==> src/rtl/dwbuart_pkg.sv <==
// rtl/dwbuart_pkg.sv - shared receive entry type, frame width and entry builder
package dwbuart_pkg;

   localparam int FRAME_W = 11;

   typedef struct packed {
      logic [7:0] data;
      logic       pe;
      logic       fe;
      logic       brk;
   } rx_entry_t;

   // Turn a front-end frame plus its error strobes into a queue entry
   function automatic rx_entry_t build_entry(
      input logic [FRAME_W-1:0] frame,
      input logic               ds,
      input logic [1:0]         par_cfg,
      input logic               pe_in,
      input logic               fe_in
   );
      rx_entry_t e;
      logic      par_en;
      logic      par_bit;
      par_en  = |par_cfg;
      par_bit = ds ? frame[8] : frame[7];
      e.data  = ds ? frame[7:0] : {1'b0, frame[6:0]};
      e.pe    = pe_in & par_en;
      e.fe    = fe_in;
      // A break is a framing error on an all-zero character including the parity slot
      e.brk   = fe_in & (e.data == 8'h00) & (~par_bit | ~par_en);
      return e;
   endfunction

endpackage

==> src/rtl/rx_backend_if.sv <==
// rtl/rx_backend_if.sv - receive queue head / pop handshake bundle
interface rx_backend_if;
   logic [7:0] rx_data_o;
   logic       rx_pe_o;
   logic       rx_fe_o;
   logic       rx_brk_o;
   logic       rx_valid_o;
   logic       rx_ready_i;

   modport master (
      output rx_data_o, rx_pe_o, rx_fe_o, rx_brk_o, rx_valid_o,
      input  rx_ready_i
   );

   modport slave (
      input  rx_data_o, rx_pe_o, rx_fe_o, rx_brk_o, rx_valid_o,
      output rx_ready_i
   );
endinterface

==> src/rtl/rx_fifo.sv <==
// rtl/rx_fifo.sv - synchronous first-word-fall-through queue of rx_entry_t
module rx_fifo
   import dwbuart_pkg::*;
#(
   parameter int DEPTH = 8
) (
   input  logic                     clk_i,
   input  logic                     rst_ni,
   input  logic                     push,
   input  rx_entry_t                push_data,
   input  logic                     pop,
   output rx_entry_t                head,
   output logic [$clog2(DEPTH):0]   level,
   output logic                     full,
   output logic                     empty
);

   localparam int PW = $clog2(DEPTH) + 1;
   localparam int AW = (DEPTH > 1) ? $clog2(DEPTH) : 1;

   rx_entry_t       mem [DEPTH];
   logic [PW-1:0]   wr_ptr;
   logic [PW-1:0]   rd_ptr;
   logic [AW-1:0]   wr_addr;
   logic [AW-1:0]   rd_addr;
   logic            do_push;
   logic            do_pop;

   // A single-entry queue has only the wrap bit, so its address is always zero
   generate
      if (DEPTH > 1) begin : g_addr
         assign wr_addr = wr_ptr[AW-1:0];
         assign rd_addr = rd_ptr[AW-1:0];
      end else begin : g_addr_single
         assign wr_addr = '0;
         assign rd_addr = '0;
      end
   endgenerate

   assign empty   = (wr_ptr == rd_ptr);
   assign full    = (wr_ptr[PW-1] != rd_ptr[PW-1]) && (wr_addr == rd_addr);
   assign level   = wr_ptr - rd_ptr;
   assign do_pop  = pop & ~empty;
   assign do_push = push & (~full | do_pop);
   assign head    = mem[rd_addr];

   // Storage write; contents need no reset because empty masks the head
   always_ff @(posedge clk_i) begin
      if (do_push) begin
         mem[wr_addr] <= push_data;
      end
   end

   // Pointer update with extra wrap bit
   always_ff @(posedge clk_i or negedge rst_ni) begin
      if (!rst_ni) begin
         wr_ptr <= '0;
         rd_ptr <= '0;
      end else begin
         if (do_push) wr_ptr <= wr_ptr + 1'b1;
         if (do_pop)  rd_ptr <= rd_ptr + 1'b1;
      end
   end

endmodule

==> src/rtl/rx_backend.sv <==
// rtl/rx_backend.sv - UART receive back-end: capture, entry build, queue, overrun (DWBUART_RX_FIFO_EN selects DEPTH-entry queue, else one holding register)
module rx_backend
   import dwbuart_pkg::*;
#(
   parameter int DEPTH = 8
) (
   input  logic                     clk_i,
   input  logic                     rst_ni,
   input  logic                     cr_ds_i,
   input  logic [1:0]               cr_p_i,
   input  logic [FRAME_W-1:0]       frame_i,
   input  logic                     parity_err_i,
   input  logic                     frame_err_i,
   input  logic                     frame_valid_i,
   rx_backend_if.master             rx_if,
   output logic [$clog2(DEPTH):0]   rx_level_o,
   output logic                     rx_full_o,
   output logic                     overrun_o,
   input  logic                     clear_overrun_i
);

`ifdef DWBUART_RX_FIFO_EN
   localparam int FIFO_DEPTH = DEPTH;
`else
   localparam int FIFO_DEPTH = 1;
`endif
   localparam int FLW = $clog2(FIFO_DEPTH) + 1;

   logic                fv_q;
   logic                cap_q;
   rx_entry_t           entry_q;
   logic                rise;
   logic                pop;
   logic                push;
   logic                drop;
   rx_entry_t           head;
   logic [FLW-1:0]      fifo_level;
   logic                fifo_full;
   logic                fifo_empty;

   assign rise = frame_valid_i & ~fv_q;

   // Edge detect; entry is built here so configuration is sampled at capture time
   always_ff @(posedge clk_i or negedge rst_ni) begin
      if (!rst_ni) begin
         fv_q    <= 1'b0;
         cap_q   <= 1'b0;
         entry_q <= '0;
      end else begin
         fv_q  <= frame_valid_i;
         cap_q <= rise;
         if (rise) begin
            entry_q <= build_entry(frame_i, cr_ds_i, cr_p_i, parity_err_i, frame_err_i);
         end
      end
   end

   assign pop  = rx_if.rx_ready_i & ~fifo_empty;
   assign push = cap_q & (~fifo_full | pop);
   assign drop = cap_q & fifo_full & ~pop;

   rx_fifo #(
      .DEPTH (FIFO_DEPTH)
   ) u_fifo (
      .clk_i     (clk_i),
      .rst_ni    (rst_ni),
      .push      (push),
      .push_data (entry_q),
      .pop       (pop),
      .head      (head),
      .level     (fifo_level),
      .full      (fifo_full),
      .empty     (fifo_empty)
   );

   // Sticky overrun; a new drop outranks a same-cycle clear
   always_ff @(posedge clk_i or negedge rst_ni) begin
      if (!rst_ni) begin
         overrun_o <= 1'b0;
      end else if (drop) begin
         overrun_o <= 1'b1;
      end else if (clear_overrun_i) begin
         overrun_o <= 1'b0;
      end
   end

   // Head outputs read zero while the queue is empty; level zero-extended
   always_comb begin
      rx_if.rx_data_o  = 8'h00;
      rx_if.rx_pe_o    = 1'b0;
      rx_if.rx_fe_o    = 1'b0;
      rx_if.rx_brk_o   = 1'b0;
      rx_level_o       = '0;
      rx_level_o[FLW-1:0] = fifo_level;
      if (!fifo_empty) begin
         rx_if.rx_data_o = head.data;
         rx_if.rx_pe_o   = head.pe;
         rx_if.rx_fe_o   = head.fe;
         rx_if.rx_brk_o  = head.brk;
      end
   end

   assign rx_if.rx_valid_o = ~fifo_empty;
   assign rx_full_o        = fifo_full;

endmodule

==> src/flat_wrapper.sv <==
// flat-port wrapper written by rule: the top's interface ports become plain ports
module rx_backend_flat import dwbuart_pkg::*;
#(
   parameter int DEPTH = 8
)
  (clk_i, rst_ni, cr_ds_i, cr_p_i, frame_i, parity_err_i, frame_err_i, frame_valid_i, rx_level_o, rx_full_o, overrun_o, clear_overrun_i, rx_if_rx_data_o, rx_if_rx_pe_o, rx_if_rx_fe_o, rx_if_rx_brk_o, rx_if_rx_valid_o, rx_if_rx_ready_i);
  rx_backend_if rx_if_i ();
  input  logic clk_i;
  input  logic rst_ni;
  input  logic cr_ds_i;
  input  logic [1:0] cr_p_i;
  input  logic [FRAME_W-1:0] frame_i;
  input  logic parity_err_i;
  input  logic frame_err_i;
  input  logic frame_valid_i;
  output logic [$clog2(DEPTH):0] rx_level_o;
  output logic rx_full_o;
  output logic overrun_o;
  input  logic clear_overrun_i;
  output wire logic [$bits(rx_if_i.rx_data_o)-1:0] rx_if_rx_data_o;
  output wire logic [$bits(rx_if_i.rx_pe_o)-1:0] rx_if_rx_pe_o;
  output wire logic [$bits(rx_if_i.rx_fe_o)-1:0] rx_if_rx_fe_o;
  output wire logic [$bits(rx_if_i.rx_brk_o)-1:0] rx_if_rx_brk_o;
  output wire logic [$bits(rx_if_i.rx_valid_o)-1:0] rx_if_rx_valid_o;
  input wire logic [$bits(rx_if_i.rx_ready_i)-1:0] rx_if_rx_ready_i;
  assign rx_if_rx_data_o = rx_if_i.rx_data_o;
  assign rx_if_rx_pe_o = rx_if_i.rx_pe_o;
  assign rx_if_rx_fe_o = rx_if_i.rx_fe_o;
  assign rx_if_rx_brk_o = rx_if_i.rx_brk_o;
  assign rx_if_rx_valid_o = rx_if_i.rx_valid_o;
  assign rx_if_i.rx_ready_i = rx_if_rx_ready_i;
  rx_backend #(.DEPTH(DEPTH)) u_core (.clk_i(clk_i), .rst_ni(rst_ni), .cr_ds_i(cr_ds_i), .cr_p_i(cr_p_i), .frame_i(frame_i), .parity_err_i(parity_err_i), .frame_err_i(frame_err_i), .frame_valid_i(frame_valid_i), .rx_if(rx_if_i), .rx_level_o(rx_level_o), .rx_full_o(rx_full_o), .overrun_o(overrun_o), .clear_overrun_i(clear_overrun_i));
endmodule
==> config.mk <==
export PLATFORM = sky130hd
export DESIGN_NAME = rx_backend_flat
export DESIGN_NICKNAME = d
export VERILOG_FILES = /design/src/rtl/dwbuart_pkg.sv /design/src/rtl/rx_backend_if.sv /design/src/rtl/rx_fifo.sv /design/src/rtl/rx_backend.sv /design/src/flat_wrapper.sv
export SDC_FILE = /design/constraint.sdc
export NUM_CORES = 1
export LEC_CHECK = 0
export ABC_AREA = 1
export BUFFER_PORTS_ARGS = -buffer_cell sky130_fd_sc_hd__buf_2
export CAP_MARGIN = 20
export CORE_MARGIN = 2
export CORE_UTILIZATION = 39
export CTS_CLUSTER_SIZE = 40
export DETAILED_ROUTE_END_ITERATION = 6
export SYNTH_ARGS = -nofsm -noshare
export SYNTH_HDL_FRONTEND = slang
export SYNTH_HIERARCHICAL = 1
export SYNTH_SLANG_ARGS = --single-unit
==> constraint.sdc <==
create_clock -name clk_i -period 2.05 [get_ports clk_i]
set_input_delay 0.41 -clock clk_i [delete_from_list [all_inputs] [get_ports clk_i]]
set_output_delay 0.41 -clock clk_i [all_outputs]
set_load 0.005 [all_outputs]
Yosys cells after proc, flatten, opt, wreduce, memory -nomap -nowiden:

Memories as Yosys holds them, arrays and structs flattened.
Cells that the tools add are included.

* register bits after elaboration: 16
* RAM bits: 11
* output and inout port bits: 18
* word-level logic and storage cells: 47
* memories: 1

* add/subtract/negate cells: 3
* equality and inequality tests: 2
* muxes and demuxes: 10
* bitwise gates (word level): 19
* reductions and logical operators: 3

Memories
* u_core.u_fifo.mem: depth 1, width 11, read ports 1, clocked after memory_dff 0, wr ports 1, line rx_fifo.sv:21 `rx_entry_t mem [DEPTH];`

Operators with widths (count)
* $mux 8: 2
* $and 1x1->1: 10
* $logic_not 8->1: 1
* $mux 1: 8
* $not 1->1: 6
* $or 1x1->1: 3
* $add 1x1->1 const B: 2
* $reduce_bool 2->1: 1
* $reduce_or 2->1: 1
* $eq 1x1->1: 1
* $ne 1x1->1: 1
* $sub 1x1->1: 1

Depth between registers and ports, before layout:

Gate-level depths: netlist of run 1.

* depth after elaboration: 8
* gate-level depth with buffers: 10
* depth with buffers taken out: 10

Hierarchy:

Netlist of run 1, hierarchy kept.

Modules (own cells, without submodules)
* rx_backend: times used 1, cells an instance 102, area each 739.5 sq um
* rx_fifo: times used 1, cells an instance 29, area each 455.4 sq um

Worst setup path before layout of run 1:

No wires, ideal clock.

* kind: reg2reg
* from: register u_core.u_fifo.wr_ptr
* to: memory u_core/u_fifo/mem[0][0] in the netlist's numbering (enable)
* library setup time: 0.339 ns
* data arrival time: 1.262 ns
* required time: 1.711 ns
* setup slack: 0.449 ns
* cell stages (with the launch flop): 8
* path buffers: 0
* cell sequence: dfrtp_1 -> nand2_1 -> nand2_1 -> inv_1 -> nand2_1 -> a21boi_0 -> nand2_1 -> inv_1

* longest elaborated chain between the ends: 8

RTL lines
* start: declaration: line rx_fifo.sv:22 `logic [PW-1:0] wr_ptr;`
* start signal: assignment: line rx_fifo.sv:60 `if (do_push) wr_ptr <= wr_ptr + 1'b1;`
* $eq 1x1->1: line rx_fifo.sv:40 `assign empty = (wr_ptr == rd_ptr);`
* named net u_core.fifo_empty: line rx_backend.sv:39 `logic fifo_empty;`
* $not 1->1
* named net rx_if_rx_valid_o: line flat_wrapper.sv:24 `output wire logic [$bits(rx_if_i.rx_valid_o)-1:0] rx_if_rx_valid_o;`
* $and 1x1->1: line rx_backend.sv:58 `assign pop = rx_if.rx_ready_i & ~fifo_empty;`
* $or 1x1->1: line rx_backend.sv:59 `assign push = cap_q & (~fifo_full | pop);`
* $and 1x1->1: line rx_backend.sv:59
* named net u_core.push: line rx_backend.sv:34 `logic push;`
* $and 1x1->1: line rx_fifo.sv:44 `assign do_push = push & (~full | do_pop);`
* named net u_core.u_fifo.do_push: line rx_fifo.sv:26 `logic do_push;`
* $mux 1: line rx_fifo.sv:49 `if (do_push) begin`
* $mux 1 (not written as such): line rx_fifo.sv:50 `mem[wr_addr] <= push_data;`
* end: declaration: line rx_fifo.sv:21

The timed path passes the listed nets, and every way through them passes these cells.

Worst setup path after layout of run 1:

* from: register u_core.u_fifo.wr_ptr
* to: memory u_core/u_fifo/mem[0][1] in the netlist's numbering (enable)

* longest elaborated chain between the ends: 8

RTL lines (line)
* $eq 1x1->1: rx_fifo.sv:40
* named net u_core.fifo_empty: rx_backend.sv:39
* $not 1->1: rx_backend.sv:58
* $and 1x1->1: rx_backend.sv:58
* $or 1x1->1: rx_backend.sv:59
* $and 1x1->1: rx_backend.sv:59
* named net u_core.push: rx_backend.sv:34
* $and 1x1->1: rx_fifo.sv:44
* named net u_core.u_fifo.do_push: rx_fifo.sv:26
* $mux 1: rx_fifo.sv:49
* $mux 1 (not written as such): rx_fifo.sv:50

The timed path passes the listed nets, and every way through them passes these cells.

==> impl_summary.md, run 1 <==
Clocking
Once the clock tree was built, the setup fixing pass inserted 0 buffers. The clock latency reported for the late side of the worst-skew pair is 310 ps. For this design, the sink count on the clock tree is 27. The clock-pin slew on the worst setup and hold paths is 130 ps. The maximum level of the CTS H-tree is 1. TritonCTS created 3 clock buffers. The clock passes through at most 2 buffers.

The tree is rooted in a sky130_fd_sc_hd__clkbuf_4. The CTS tree is built.

Min path
The start point of the worst hold path is frame_valid_i. The depth of the worst hold-timing path is 1. The hold path endpoint is u_core/fv_q.

The tightest min-delay check is of the in -> reg type.

Critical path
The data arrival time at the worst-slack endpoint is 1820 ps. The maximum single-stage delay on the critical path is 420 ps. STA classifies the critical path endpoint as a flip-flop. The number of cells on the worst reg-to-reg path is 7.

Setup slack on the worst reg-to-reg path comes out at 210 ps. STA classifies the critical path startpoint as a flip-flop. The worst reg2reg path startpoint is u_core/u_fifo/wr_ptr. Counting stages on the worst path, the most repeated cell is sky130_fd_sc_hd__inv_1. Data on the critical path is required at its endpoint by 2030 ps. Walking the worst path, the cells encountered are inv_1, nand2_2, nand2_1, inv_1, a21boi_0, nand2_1, inv_1. The path type of the worst setup path is reg -> reg. The worst register-to-register path ends at u_core/u_fifo/mem[0][1]. The cell at the slowest stage of the critical path is sky130_fd_sc_hd__dfrtp_1. The maximum fanout encountered on the critical timing path is 11.

Synthesis
Summing every instance area after synthesis gives 1190 µm². The unique cell type count in the Yosys netlist is 17. The library cell with the largest summed area after synthesis is sky130_fd_sc_hd__dfrtp_1. The cell count after synthesis came out at 131. Of the post-synthesis cell area, the dominant cell type holds 0.335. Ranked by total cell area, the synthesized netlist is headed by sky130_fd_sc_hd__dfrtp_1, sky130_fd_sc_hd__edfxtp_1, sky130_fd_sc_hd__nand2_1. The Yosys step of the flow raised 6 warnings. The portion of the post-synthesis area used by sequential elements is 0.612.

Counting flops and latches in the post-synthesis netlist gives 27. Averaged over all synthesized cells, the footprint is 9.12 µm².

Floorplanning
In this run the count of I/O pins placed on the die edge is 39. The die height is 59.4 µm. The die covers 3520 µm². The width of the chip is 59.4 µm. For this configuration, the core starts out at a cell density of 0.401. The number of placement rows is 20.

The core box area is 2980 µm².

Routing
The remaining routing DRC violations is 0. In the routed layout, each cell is associated on average with a via count of 4.32. After detailed routing, the average wire length per cell comes to 9.66 µm. Summed over all layers, the routed wires come to 1920 µm. The iteration count of the initial detailed-routing pass is 4. The antenna violation net count after detailed routing is 0.

The detailed router finished its first iteration with 29 violations. The routed layout has 860 vias.

Timing
Based on the critical path, the design can be clocked at up to 542 MHz. The final count of negative-setup-slack endpoints is 0. The post-route minimum period is 1840 ps.

The final number of hold-violating endpoints is 0. The final max-slew violation count is 0. The total negative setup slack is 0 ps. Hold is met by 254 ps. On the final layout, the worst clock skew is 9.48 ps. Setup repair after global routing left no endpoint under its margin. In the finished design, the share of the clock period the worst path needs comes to 0.899.

Placement
The cell count after placement is 194. Detailed placement finished with a half-perimeter wire length of 1510 µm. The weighted congestion reported at the end of routability-driven placement is 0.670. In this run the tool buffered the top-level ports with 33 buffer cells.

Global routing
Entering global routing, the biggest net connects 17 pins. The number of global-route vias before repair was 741. The all-layer global routing usage is 0.117. The overflow left after global routing is 0. The first global-routing pass estimated 3130 µm of wire. The initial antenna violation count is 0.

Flow run
The max capacitance violation total is 0.

Layout
In the final design database the tool counted 188 nets. In the final layout, the share of cells above drive strength 1 is 0.277. The final cell count without fillers is 199. For this run, the share of the core covered by cells in the final layout is 0.473. The antenna cell count is 0.

The synthesis-to-layout area growth is 17.8%.

Power
The total internal power is 969 µW. The power density over the cells is 1030 nW/µm². The sequential share of power is 0.483. The worst-case IR drop observed on VDD is 0.000374 V.

Of the total power, the share spent switching nets is 0.333. Of the total power, combinational logic draws 0.366. The switching power total is 483 µW.

The static leakage is 0.799 nW. The power share of the clock group is 0.151.

Outcome
The run finished with clean final reports.
how the worst max path moves through the flow:
| stage | slack, ps | cells past startpoint | startpoint | to |
|---|---|---|---|---|
| finish | 210 | 7 | u_core/u_fifo/wr_ptr | u_core/u_fifo/mem[0][1] |
| global route | 20 | 8 | u_core/u_fifo/wr_ptr | u_core/u_fifo/mem[0][4] |
| CTS | 190 | 7 | u_core/u_fifo/wr_ptr | u_core/u_fifo/mem[0][1] |
| detailed placement | 210 | 7 | u_core/u_fifo/wr_ptr | u_core/u_fifo/mem[0][10] |
| global placement | 290 | 7 | u_core/u_fifo/wr_ptr | u_core/u_fifo/mem[0][2] |
| floorplan | 450 | 7 | u_core/u_fifo/wr_ptr | u_core/u_fifo/mem[0][0] |
registers in the layout, indices dropped and copies added, names as in the netlist:
register,cells
u_core/cap_q,1
u_core/entry_q,11
u_core/fv_q,1
u_core/overrun_o,1
u_core/u_fifo/mem,11
u_core/u_fifo/rd_ptr,1
u_core/u_fifo/wr_ptr,1
cell families after synthesis:
group / Yosys count / share of synthesized area
compound gates: 7 / 0.0408
buf+inv: 36 / 0.136
flops: 27 / 0.612
other cells: 1 / 0.00314
simple gates: 60 / 0.208
critical path, delay by kind of cell (launching register included):
kind,cells,cell delay [ps]
AO/OA/AOI/OAI,1,300
flip-flops,1,420
buffers and inverters,3,530
AND/OR/NAND/NOR,3,270
synthesized netlist by cell type:
cell / instances
sky130_fd_sc_hd__buf_4: 5
sky130_fd_sc_hd__nor2_1: 15
sky130_fd_sc_hd__conb_1: 1
sky130_fd_sc_hd__a21boi_0: 1
sky130_fd_sc_hd__nand3_1: 6
sky130_fd_sc_hd__o21ai_0: 3
sky130_fd_sc_hd__nand2_2: 1
sky130_fd_sc_hd__nand3_2: 1
sky130_fd_sc_hd__nand2_1: 36
sky130_fd_sc_hd__buf_2: 1
sky130_fd_sc_hd__buf_6: 1
sky130_fd_sc_hd__inv_2: 1
sky130_fd_sc_hd__edfxtp_1: 11
sky130_fd_sc_hd__o21ai_2: 3
sky130_fd_sc_hd__nand2_4: 1
sky130_fd_sc_hd__dfrtp_1: 16
sky130_fd_sc_hd__inv_1: 28
power by group through the flow:
stage          Clock, mW  Combinational, mW  Sequential, mW
3_3_place_gp           0              0.530           0.709
6_report           0.220              0.531           0.702
5_1_grt            0.248              0.605           0.715
2_1_floorplan          0              0.335           0.706
4_1_cts            0.226              0.544           0.702
3_5_place_dp           0              0.541           0.714
metrics by stage:
stage / power [mW] / instance area (µm²) / setup WS (ps)
floorplan: 1.04 / 1200 / 449
finish: 1.45 / 1410 / 207
CTS: 1.47 / 1410 / 190
global placement: 1.24 / 1370 / 288
detailed placement: 1.26 / 1370 / 205
global route: 1.57 / 1410 / 18.1
cells in the final DEF (no fill, tap or decap), types with 2 or more instances in the layout:
cell type                   n
sky130_fd_sc_hd__nor2_1    15
sky130_fd_sc_hd__conb_1     3
sky130_fd_sc_hd__nand3_1    6
sky130_fd_sc_hd__edfxtp_1  11
sky130_fd_sc_hd__dfrtp_1   16
sky130_fd_sc_hd__buf_4      2
sky130_fd_sc_hd__o21ai_2    3
sky130_fd_sc_hd__buf_2     33
sky130_fd_sc_hd__o21ai_0    3
sky130_fd_sc_hd__clkbuf_4   3
sky130_fd_sc_hd__inv_1     28
sky130_fd_sc_hd__nand2_1   36
metal layers:
| metal | vias up | share of wire | GRT usage |
|---|---|---|---|
| met5 | - | 0 | 0 |
| met4 | 0 | 0.0052 | 0.0292 |
| met3 | 2 | 0.045 | 0.0262 |
| met2 | 25 | 0.51 | 0.195 |
| met1 | 380 | 0.44 | 0.155 |
| li1 | 453 | - | - |
timing repair:
item | in CTS | in global routing
gates resized for setup | 0 | 0
hold buffers | 1 | 0
endpoints found under the hold margin | 16 | 0
cell type report:
class	instances	area (µm²)
fillers	295	1570
clock inverters	1	5.00
repair buffers	36	190
multi-input cells	70	309
clock buffers	3	22.5
inverters	29	109
well taps	33	41.3
flip-flops and latches	27	731
Note: power is estimated with default switching activity, not from simulation.
==> run 2: changes to the inputs <==
--- a/config.mk
+++ b/config.mk
@@ -12,6 +12,7 @@
 export CORE_UTILIZATION = 39
 export CTS_CLUSTER_SIZE = 40
 export DETAILED_ROUTE_END_ITERATION = 6
+export SLEW_MARGIN = 25
 export SYNTH_ARGS = -nofsm -noshare
 export SYNTH_HDL_FRONTEND = slang
 export SYNTH_HIERARCHICAL = 1
==> constraint.sdc (replaced) <==
create_clock -name clk_i -period 2.05 [get_ports clk_i]
set_input_delay 0.3075 -clock clk_i [delete_from_list [all_inputs] [get_ports clk_i]]
set_output_delay 0.3075 -clock clk_i [all_outputs]
set_load 0.005 [all_outputs]
==> impl_summary.md, run 2 (synthesized netlist as in run 1, its figures left out) <==
Placement
The instance area at placement is 1370 µm² (unchanged). The count of buffers inserted at the top-level ports is 33 (unchanged). The weighted congestion reported at the end of routability-driven placement came to 0.673 (+0.42%). The cell count after placement is 194 (unchanged). The HPWL reported at the end of detailed placement came to 1520 µm (+0.74%).

Floorplanning
The core box area is 2980 µm² (unchanged). The initial cell density of the core is 0.401 (unchanged). The number of top-level design ports is 39 (unchanged).

The number of placement rows was 20 (unchanged). The width of the chip was 59.4 µm (unchanged). The area of the die is 3520 µm² (unchanged). The die height is 59.4 µm (unchanged).

Critical path
The maximum fanout encountered on the critical timing path is 11 (unchanged). The number of cell instances on the worst register-to-register path came to 7 (unchanged). The worst register-to-register path begins at u_core/u_fifo/wr_ptr.

The maximum single-stage delay on the critical path was 420 ps (about the same). Walking the worst path, the cells encountered are nand2_1, nand2_1, inv_1, nand2_1, a21boi_0, nand2_1, inv_1. The data arrival time at the worst-slack endpoint is 1830 ps (about the same).

The cell occurring most often along the worst timing path is sky130_fd_sc_hd__nand2_1. STA classifies the critical path startpoint as a flip-flop. The slack of the worst reg-to-reg path was 200 ps (about the same). The endpoint identified for the worst register-to-register timing path is u_core/u_fifo/mem[0][0]. The path type of the worst setup path is reg -> reg.

The cell at the slowest stage of the critical path is sky130_fd_sc_hd__dfrtp_1. The worst path required time is 2030 ps (about the same). STA classifies the critical path endpoint as a flip-flop.

Timing
The final period utilization was 0.901 (+0.00198). The achievable clock frequency is 541 MHz (-0.22%). The worst slack on hold paths is 147 ps (-107 ps). The post-route minimum period came to 1850 ps (+4.05 ps). The setup clock skew after layout is 2.17 ps (-7.31 ps). The final count of negative-setup-slack endpoints is 0 (unchanged). The final number of hold-violating endpoints came to 0 (unchanged). The total negative setup slack is 0 ps (unchanged). Setup repair after global routing left no endpoint under its margin. The final max-slew violation count is 0 (unchanged).

Global routing
The first-pass GRT wire length came to 3050 µm (-2.7%). The all-layer global routing usage was 0.114 (-0.00277). The overflow left after global routing is 0 (unchanged). The largest net degree at the start of global routing is 17 (unchanged).

The number of global-route vias before repair came to 700 (-5.5%). The initial antenna violation count is 0 (unchanged).

Clocking
The CTS tree is built. The clock tree buffer depth is 2 (unchanged). The maximum level of the CTS H-tree is 1 (unchanged). The clock latency reported for the late side of the worst-skew pair is 310 ps (about the same). The CTS root buffer is sky130_fd_sc_hd__clkbuf_4. The number of gates resized after CTS was 0 (unchanged). The count of buffers added by post-CTS timing repair for setup came to 0 (unchanged). The number of clock sinks was 27 (unchanged). The number of buffers added to fix hold violations after cts is 1 (unchanged). The clock-pin slew on the worst setup and hold paths is 130 ps (about the same). The number of buffers inserted during clock tree synthesis is 3 (unchanged).

Power
The switching power total is 484 µW (+0.13%). The sequential share of power came to 0.483 (about the same). The switching share of power is 0.332 (-0.000348).

The power density over the cells is 1040 nW/µm² (+0.33%). The proportion of power drawn by combinational gates came to 0.366 (about the same). The static leakage is 0.796 nW (-0.34%). The power share of the clock group is 0.151 (about the same). The largest voltage drop on the vdd net is 0.000427 V (+14%). The total internal power is 972 µW (+0.29%).

Layout
The layout cell share with drive strength beyond 1 is 0.271 (-0.00602). The net total in the final layout is 188 (unchanged). The filler cell count in the final layout is 294 (-0.34%). The library cells used most frequently in the layout, excluding fill and tap cells, are sky130_fd_sc_hd__nand2_1, sky130_fd_sc_hd__buf_2, sky130_fd_sc_hd__inv_1, sky130_fd_sc_hd__dfrtp_1, sky130_fd_sc_hd__nor2_1. The final design utilization came to 0.472 (about the same). The final cell count without fillers is 199 (unchanged).

The post-layout instance area was 1410 µm² (about the same). The antenna cell count is 0 (unchanged). The largest registers in the layout are u_core/entry_q: 11 flops, u_core/u_fifo/mem: 11 flops. The most frequent standard cell in the layout excluding fill and tap cells is sky130_fd_sc_hd__nand2_1. The synthesis-to-layout area growth is 17.7% (about the same).

Routing
The antenna violation net count after detailed routing is 0 (unchanged). The detail-routed net length per standard cell came to 9.76 µm (+0.99%). The iteration count of the initial detailed-routing pass is 4 (unchanged). The overall via count from detail_route was 863 (+0.35%). The aggregate routed wire length was 1940 µm (+0.99%).

The violation count after the first detailed-route iteration was 25 (-14%). The remaining routing DRC violations is 0 (unchanged). The average vias per placed instance came to 4.34 (+0.35%).

Flow run
The max capacitance violation total is 0 (unchanged).

Min path
The path class of the tightest hold or removal check is in -> reg. The hold path endpoint is u_core/fv_q. The worst hold path begins at frame_valid_i. The depth of the worst hold-timing path is 1 (unchanged).

Outcome
The flow ran to the end, and the final reports show no timing, DRC or antenna violations.
-- run 2: cell count changes in the layout (fill, tap and decap cells not counted), sizes merged --
cell and change:
clkbuf +1, clkinv -1
-- run 2: worst max-delay path, delay by kind of cell, from the launching register on --
| kind | cells | cell delay [ps] |
|---|---|---|
| compound gates | 1 | 280 |
| buf+inv | 2 | 430 |
| flops | 1 | 420 |
| simple gates | 4 | 390 |
-- run 2: area by class of cell --
type / count / area (µm²) / share of cell area
multi-input combinational: 70 / 309 / 0.220
timing repair buffer: 36 / 190 / 0.135
inverter: 29 / 109 / 0.0774
clock buffer: 4 / 26.3 / 0.0187
tap: 33 / 41.3 / 0.0294
sequential: 27 / 731 / 0.520
-- run 2: worst max path at each step --
stage | from | endpoint | slack, ps | depth (start not counted)
2_1_floorplan | u_core/u_fifo/wr_ptr | u_core/u_fifo/mem[0][0] | 450 | 7
3_3_place_gp | u_core/u_fifo/wr_ptr | u_core/u_fifo/mem[0][2] | 290 | 7
3_5_place_dp | u_core/u_fifo/wr_ptr | u_core/u_fifo/mem[0][2] | 210 | 7
4_1_cts | u_core/u_fifo/wr_ptr | u_core/u_fifo/mem[0][1] | 190 | 7
5_1_grt | u_core/u_fifo/wr_ptr | u_core/u_fifo/mem[0][0] | 20 | 8
6_report | u_core/u_fifo/wr_ptr | u_core/u_fifo/mem[0][0] | 200 | 7
-- run 2: per-stage QoR --
step	setup slack (ps)	power, mW
after detailed placement	206	1.26
after CTS	188	1.48
final	203	1.46
after global placement	292	1.24
after global routing	22.0	1.57
after floorplan	449	1.04
-- run 2: metal layers --
layer | vias up | routed length [µm] | track usage
li1 | 452 | - | -
met2 | 25 | 949 | 0.181
met5 | - | 0 | 0
met3 | 0 | 98 | 0.0328
met4 | 0 | 0 | 0.0292
met1 | 386 | 894 | 0.155
-- run 2: power groups by stage --
| stage | registers, mW | logic, mW | clock network [mW] |
|---|---|---|---|
| final | 0.703 | 0.534 | 0.219 |
| after global routing | 0.712 | 0.608 | 0.252 |
| after CTS | 0.702 | 0.547 | 0.232 |
| after detailed placement | 0.714 | 0.543 | 0 |
| after global placement | 0.709 | 0.530 | 0 |
| after floorplan | 0.706 | 0.335 | 0 |
